**src/rtl/lc3_fetch_pkg.sv**
```systemverilog
// Shared types and constants for the LC3 fetch stage.
package lc3_fetch_pkg;

  localparam int LC3_ADDR_W = 16;
  localparam int FQ_COUNT_W = 3;
  localparam logic [LC3_ADDR_W-1:0] DEFAULT_RESET_PC = 16'h3000;

  // IDLE: no request outstanding. REQ: request outstanding, response wanted.
  // DISCARD: request outstanding, but a redirect made its response stale.
  typedef enum logic [1:0] {
    IDLE    = 2'd0,
    REQ     = 2'd1,
    DISCARD = 2'd2
  } fetch_state_e;

  // One buffered instruction plus the sequential address that follows it.
  typedef struct packed {
    logic [LC3_ADDR_W-1:0] instr;
    logic [LC3_ADDR_W-1:0] npc;
  } fq_entry_t;

  // Sequential address increment; wraps modulo 2^16.
  function automatic logic [LC3_ADDR_W-1:0] addr_inc(input logic [LC3_ADDR_W-1:0] a);
    return a + LC3_ADDR_W'(1);
  endfunction

endpackage

```
**src/rtl/lc3_fetch_fifo.sv**
```systemverilog
// Small instruction queue between fetch and decode. The head is fall-through:
// it is visible on the same cycle it is written. The head reads as zero when
// the queue is empty.
module lc3_fetch_fifo
  import lc3_fetch_pkg::*;
#(
  parameter int QDEPTH = 2
) (
  input  logic                  clock,
  input  logic                  reset,
  input  logic                  i_push,
  input  fq_entry_t             i_push_data,
  input  logic                  i_pop,
  input  logic                  i_flush,
  output fq_entry_t             o_head,
  output logic [FQ_COUNT_W-1:0] o_count,
  output logic                  o_empty,
  output logic                  o_full
);

  localparam int PW = (QDEPTH > 1) ? $clog2(QDEPTH) : 1;

  fq_entry_t             r_mem [QDEPTH];
  logic [PW-1:0]         r_rd_ptr;
  logic [PW-1:0]         r_wr_ptr;
  logic [FQ_COUNT_W-1:0] r_count;

  logic w_do_push;
  logic w_do_pop;

  // Pointer advance with wrap at QDEPTH, so non-power-of-two depths work.
  function automatic logic [PW-1:0] ptr_inc(input logic [PW-1:0] p);
    return (p == PW'(QDEPTH - 1)) ? '0 : p + PW'(1);
  endfunction

  // A flush wins over a push in the same cycle; a pop on empty is ignored.
  assign w_do_push = i_push & ~i_flush;
  assign w_do_pop  = i_pop & ~o_empty;

  assign o_empty = (r_count == '0);
  assign o_full  = (r_count == FQ_COUNT_W'(QDEPTH));
  assign o_count = r_count;
  assign o_head  = o_empty ? '0 : r_mem[r_rd_ptr];

  // Storage write.
  // NOTE: the data array has no reset; every read of it is gated by the
  // occupancy count, which is reset, so stale contents are never observed.
  always_ff @(posedge clock) begin
    if (w_do_push) begin
      r_mem[r_wr_ptr] <= i_push_data;
    end
  end

  // Pointers and occupancy; flush empties the queue in one cycle.
  always_ff @(posedge clock or negedge reset) begin
    if (!reset) begin
      r_rd_ptr <= '0;
      r_wr_ptr <= '0;
      r_count  <= '0;
    end else if (i_flush) begin
      r_rd_ptr <= '0;
      r_wr_ptr <= '0;
      r_count  <= '0;
    end else begin
      if (w_do_push) r_wr_ptr <= ptr_inc(r_wr_ptr);
      if (w_do_pop)  r_rd_ptr <= ptr_inc(r_rd_ptr);
      case ({w_do_push, w_do_pop})
        2'b10:   r_count <= r_count + FQ_COUNT_W'(1);
        2'b01:   r_count <= r_count - FQ_COUNT_W'(1);
        default: r_count <= r_count;
      endcase
    end
  end

endmodule

```
**src/rtl/lc3_fetch_unit.sv**
```systemverilog
// LC3 fetch stage: owns the PC, runs the single-outstanding req/ack handshake
// with instruction memory, and feeds decode through a small instruction queue.
// Redirects that land while a request is in flight let the request finish on
// the bus but throw its response away. The reset input is expected to be
// released synchronously to clock by the surrounding reset logic.
module lc3_fetch_unit
  import lc3_fetch_pkg::*;
#(
  parameter logic [LC3_ADDR_W-1:0] RESET_PC = DEFAULT_RESET_PC,
  parameter int                    QDEPTH   = 2
) (
  input  logic                  clock,
  input  logic                  reset,
  input  logic                  enable_updatePC,
  input  logic                  enable_fetch,
  input  logic [LC3_ADDR_W-1:0] taddr,
  input  logic                  br_taken,
  output logic                  imem_req,
  output logic [LC3_ADDR_W-1:0] imem_addr,
  input  logic                  imem_ack,
  input  logic [LC3_ADDR_W-1:0] imem_rdata,
  output logic                  instrmem_rd,
  output logic [LC3_ADDR_W-1:0] pc,
  output logic [LC3_ADDR_W-1:0] npc,
  output logic                  instr_valid,
  input  logic                  instr_ready,
  output logic [LC3_ADDR_W-1:0] instr_out,
  output logic [LC3_ADDR_W-1:0] instr_npc,
  output logic [FQ_COUNT_W-1:0] fq_count
);

  fetch_state_e          r_state;
  logic [LC3_ADDR_W-1:0] r_pc;
  logic [LC3_ADDR_W-1:0] r_addr;

  fetch_state_e          w_state_nxt;
  logic [LC3_ADDR_W-1:0] w_pc_nxt;
  logic [LC3_ADDR_W-1:0] w_addr_nxt;
  logic                  w_push;
  logic                  w_flush;
  logic                  w_pop;
  logic                  w_redirect;
  fq_entry_t             w_push_data;
  fq_entry_t             w_head;
  logic                  w_empty;
  logic                  w_full;

  assign w_redirect  = enable_updatePC & br_taken;
  assign w_pop       = instr_valid & instr_ready;
  assign w_push_data = '{instr: imem_rdata, npc: addr_inc(r_addr)};

  // The request is outstanding in every state but IDLE, so reset drops it
  // as soon as the state register clears.
  assign imem_req    = (r_state != IDLE);
  assign instrmem_rd = imem_req;
  assign imem_addr   = r_addr;
  assign pc          = r_pc;
  assign npc         = addr_inc(r_pc);
  assign instr_valid = ~w_empty;
  assign instr_out   = w_head.instr;
  assign instr_npc   = w_head.npc;

  // State, PC and request-address registers.
  // NOTE: sequential state uses non-blocking assignments so every register
  // samples the pre-edge values computed by the combinational block.
  always_ff @(posedge clock or negedge reset) begin
    if (!reset) begin
      r_state <= IDLE;
      r_pc    <= RESET_PC;
      r_addr  <= '0;
    end else begin
      r_state <= w_state_nxt;
      r_pc    <= w_pc_nxt;
      r_addr  <= w_addr_nxt;
    end
  end

  // Next-state, PC update, queue push/flush decisions.
  // NOTE: every output of this block gets a default first, so no path can
  // leave one unassigned and infer a latch.
  always_comb begin
    w_state_nxt = r_state;
    w_pc_nxt    = r_pc;
    w_addr_nxt  = r_addr;
    w_push      = 1'b0;
    w_flush     = 1'b0;
    unique case (r_state)
      IDLE: begin
        if (w_redirect) begin
          w_pc_nxt = taddr;
          w_flush  = 1'b1;
        end else if (enable_fetch && !w_full) begin
          // Issuing only with a free slot means the push can never overflow.
          w_addr_nxt  = r_pc;
          w_state_nxt = REQ;
        end
      end
      REQ: begin
        if (imem_ack) begin
          w_state_nxt = IDLE;
          if (w_redirect) begin
            w_pc_nxt = taddr;
            w_flush  = 1'b1;
          end else begin
            w_push   = 1'b1;
            w_pc_nxt = addr_inc(r_pc);
          end
        end else if (w_redirect) begin
          w_pc_nxt    = taddr;
          w_flush     = 1'b1;
          w_state_nxt = DISCARD;
        end
      end
      DISCARD: begin
        // The stale response is dropped; later redirects keep moving the PC.
        if (w_redirect) begin
          w_pc_nxt = taddr;
          w_flush  = 1'b1;
        end
        if (imem_ack) begin
          w_state_nxt = IDLE;
        end
      end
      default: begin
        w_state_nxt = IDLE;
      end
    endcase
  end

  lc3_fetch_fifo #(
    .QDEPTH(QDEPTH)
  ) u_fifo (
    .clock      (clock),
    .reset      (reset),
    .i_push     (w_push),
    .i_push_data(w_push_data),
    .i_pop      (w_pop),
    .i_flush    (w_flush),
    .o_head     (w_head),
    .o_count    (fq_count),
    .o_empty    (w_empty),
    .o_full     (w_full)
  );

  // The address must not move while the memory is still working on it.
  a_addr_stable: assert property (
    @(posedge clock) disable iff (!reset)
      (imem_req && !imem_ack) |=> (imem_req && $stable(imem_addr))
  );

  // A push without a pop must always find a free slot.
  a_no_overflow: assert property (
    @(posedge clock) disable iff (!reset)
      (w_push && !w_pop) |-> !w_full
  );

endmodule

```
**config.mk**
```make
export PLATFORM = sky130hd
export DESIGN_NAME = lc3_fetch_unit
export DESIGN_NICKNAME = d
export VERILOG_FILES = /design/src/rtl/lc3_fetch_pkg.sv /design/src/rtl/lc3_fetch_fifo.sv /design/src/rtl/lc3_fetch_unit.sv
export SDC_FILE = /design/constraint.sdc
export NUM_CORES = 1
export LEC_CHECK = 0
export CORE_MARGIN = 5
export CORE_UTILIZATION = 45
export CTS_CLUSTER_SIZE = 20
export DETAILED_ROUTE_END_ITERATION = 6
export GPL_TIMING_DRIVEN = 0
export PLACE_DENSITY = 0.77
export SLEW_MARGIN = 20
export SYNTH_ARGS = -nofsm -noshare
export SYNTH_HDL_FRONTEND = slang
export SYNTH_HIERARCHICAL = 1
export SYNTH_SLANG_ARGS = --single-unit
```
**constraint.sdc**
```tcl
create_clock -name clock -period 4.25 [get_ports clock]
set_input_delay 0.85 -clock clock [delete_from_list [all_inputs] [get_ports clock]]
set_output_delay 0.85 -clock clock [all_outputs]
set_load 0.01 [all_outputs]
```
==> results.yml <==
floorplanning:
  row_count: 38
  die_w_um: 115
  coreArea_mm2: 0.0108
  io_pins: 125
  initial_utilization_pct: 45.6
  floorplan.die.height_um: 115
  fp.dieArea_mm2: 0.0131
synthesis:
  synthTopCellsByCount: "edfxtp_1 (64), nor2_1 (46), dfrtp_1 (37)"
  syn-mean-instance-area_um2: 12.3
  synth_top_area_share_pct: 39.0
  synth_async_sr_flop_share_pct: 37.9
  netlist_instances: 401
  synth_fp_nets: 443
  netlist-cell-type-count: 59
  synthMostInstantiatedCell: "edfxtp_1"
  synth.ff_latch_count: 103
  yosysWarnings: 6
  synth.largest_area_cell: "edfxtp_1"
  syn-cell-area_mm2: 0.00492
  sequential_to_total_area_share_from_yosys_stat_pct: 58.9
  synth_enable_flop_cells: 64
  synthTopCellsByArea: "edfxtp_1 (39%), dfrtp_1 (19%), mux2i_1 (7.1%)"
  yosys_most_used_dff: "edfxtp_1"
pwr:
  comb_power_share_pct: 49.7
  switching_share_pct: 37.6
  irDropWorstVdd_mv: 0.356
  p_switching_mw: 1.63
  internal_power_mw: 2.70
  power.static_leakage_nw: 2.48
  power.clock.fraction_pct: 13.5
  power_frac_seq_pct: 36.8
  p_per_cell_area_mw_per_mm2: 655
critical_path:
  crit_path_end_kind: "flop"
  critical_path_arrival_ns: 4.14
  slowest_delay_ns: 0.55
  critical_path_class: "primary input to flop"
  timing.critical_path.from_type: "primary input"
  cell_type_of_the_slowest_stage_on_the_worst_timing_path: "clkdlybuf4s50_1"
  worstPathMaxFanout: 12
  worstPathCellList: "clkdlybuf4s50_1, a21boi_0, nand2_1, inv_1, clkbuf_1, buf_2, a21oi_1, fa_1, nand3b_1, o21ai_1, a311oi_1, nor2_1"
  cp_num_buf_inv: 4
  cell_type_group_with_the_largest_total_delay_on_the_critical_path: "buffers and inverters"
  required_time_of_the_worst_setup_path_ns: 4.49
drt:
  post-route-drc-count: 0
  detail_route.first_pass.iterations: 4
  antenna_violating_nets_post_route: 0
  wire_per_inst_um: 17.1
  vias: 3617
  total_detailed_routing_wirelength_um: 11700
  drtIter0Drc: 154
  route.detailed.vias_per_inst: 5.28
placement:
  post-place-cells: 669
  gp_routability_congestion: 0.870
  port-buffer-count: 124
  dp.final_hpwl_um: 8780
  placedInstanceArea_mm2: 0.00642
final_layout:
  final_net_count: 582
  regArea_mm2: 0.00290
  antenna_cells_inserted: 0
  final_layout_size_suffix_gt1_share_pct: 10.1
  multi_input_combinational_cell_area_mm2: 0.00185
  filler_cell_count: 895
  final_cells: 685
  area_growth_syn_to_layout_pct: 34.2
  postLayoutCellArea_mm2: 0.00661
global_routing:
  grt_start_max_net_pins: 33
  vias_in_the_first_global_route: 3751
  initial_antenna_violation_count: 0
  gr-total-overflow: 0
  global_route.usage.total_pct: 17.9
  grt_pass1_wl_um: 18800
sta:
  setup_viol_count_final: 0
  finClkSkew_ns: 0.0101
  post-route-period-util_pct: 91.8
  timing.max_slew.rel_slack_pct: 47.0
  period_needed_ns: 3.90
  worst_max_slew_pin_slew_ns: 0.794
  drv_slew: 0
  timing.final.hold_violations: 0
  grt_setup_unrepaired: "no"
  fmax_mhz: 256
clocking:
  cts_buf_count: 9
  post-cts-setup-buffers: 0
  path_clk_slew_ns: 0.11
  cts.sinks: 103
  cts.hold.buffers_added: 0
  cts_tree: "done"
  clockRootBuffer: "clkbuf_8"
  cts.repair.resized: 0
  clk_path_buf_depth: 2
  insertion_delay_of_the_later_clocked_pin_in_the_worst_skew_pair_ns: 0.35
  htree_levels: 3
run:
  drv.max_cap_violation_count: 0
min_path:
  holdCritPathClass: "primary input to async pin"
run_status:
  run_status: "finished, final reports clean"
-- registers in the layout, summed over array words and instances (netlist names) --
register         flops
u_fifo/r_mem        64
u_fifo/r_rd_ptr      1
u_fifo/o_count       3
pc                  16
r_state              2
u_fifo/r_wr_ptr      1
imem_addr           16
-- per-layer routing --
metal / share of wire [%] / GRT usage, % / up-vias
met5: 0 / 0 / -
met4: 2.1 / 6.73 / 0
met2: 47 / 29.1 / 157
met3: 7.2 / 3.49 / 18
li1: - / - / 1741
met1: 44 / 23.8 / 1701
-- power by group through the flow --
stage / logic (mW) / clock network [mW] / registers (mW)
6_report: 2.15 / 0.584 / 1.59
5_1_grt: 2.32 / 0.644 / 1.64
4_1_cts: 2.17 / 0.605 / 1.59
2_1_floorplan: 1.03 / 0 / 1.62
3_3_place_gp: 2.11 / 0 / 1.60
3_5_place_dp: 2.16 / 0 / 1.62
-- layout make-up --
type                       count  area share [%]
clock buffer                   9            1.87
buffer                        20            1.84
timing repair buffer         128            19.8
multi-input combinational    262            28.1
inverter                      16           0.909
clock inverter                 7            1.00
sequential                   103            43.9
tap                          140            2.65
-- logic make-up after synthesis --
family | share of synthesized area, %
AO/OA/AOI/OAI | 7.93
adder cells (fa/ha/maj) | 0.915
flip-flops | 58.9
XOR/XNOR | 5.51
buffers and inverters | 3.68
multiplexers | 10.2
AND/OR/NAND/NOR | 12.8
-- final timing paths --
kind,start,to,slack [ns],cells past startpoint
min in group clock,pc[13],pc[13],0.55,1
max reg2reg,r_state[1],u_fifo/o_count[1],1.25,12
max in group asynchronous,reset,pc[12],3.34,2
max,imem_ack,u_fifo/o_count[1],0.35,12
min,reset,pc[14],0.38,1
min reg2reg,pc[13],pc[13],0.55,1
-- cell usage in the layout (no fill, tap or decap), types with 3 or more instances in the layout --
cell             count
a21oi_1              8
and3_1               4
buf_12               3
buf_2               10
clkbuf_1             7
clkbuf_8             9
clkdlybuf4s50_1    123
dfrtp_1             37
edfxtp_1            64
inv_1               15
inv_6                3
mux2_2               3
mux2_4               8
mux2i_1             35
nand2_1             20
nand2b_1             4
nand3_1             14
nand4_1              8
nor2_1              46
nor3_1               9
nor4_1               5
o21ai_0             14
o22ai_1              4
o2bb2ai_1            3
or3_1                3
xnor2_1             17
xor2_1              14
-- per-stage QoR --
step	util [%]	TNS [ns]	power [mW]	setup WS [ns]	hold slack [ns]
final	61.2	0	4.33	0.348	0.381
after global routing	61.2	0	4.60	0.0901	0.385
after CTS	61.2	0	4.37	0.413	0.372
after detailed placement	59.5	0	3.78	0.0184	0.530
after global placement	58.8	-47.25	3.71	-1.11	0.535
after floorplan	-	0	2.65	0.549	0.535
Power figures use the tool's default switching activity.
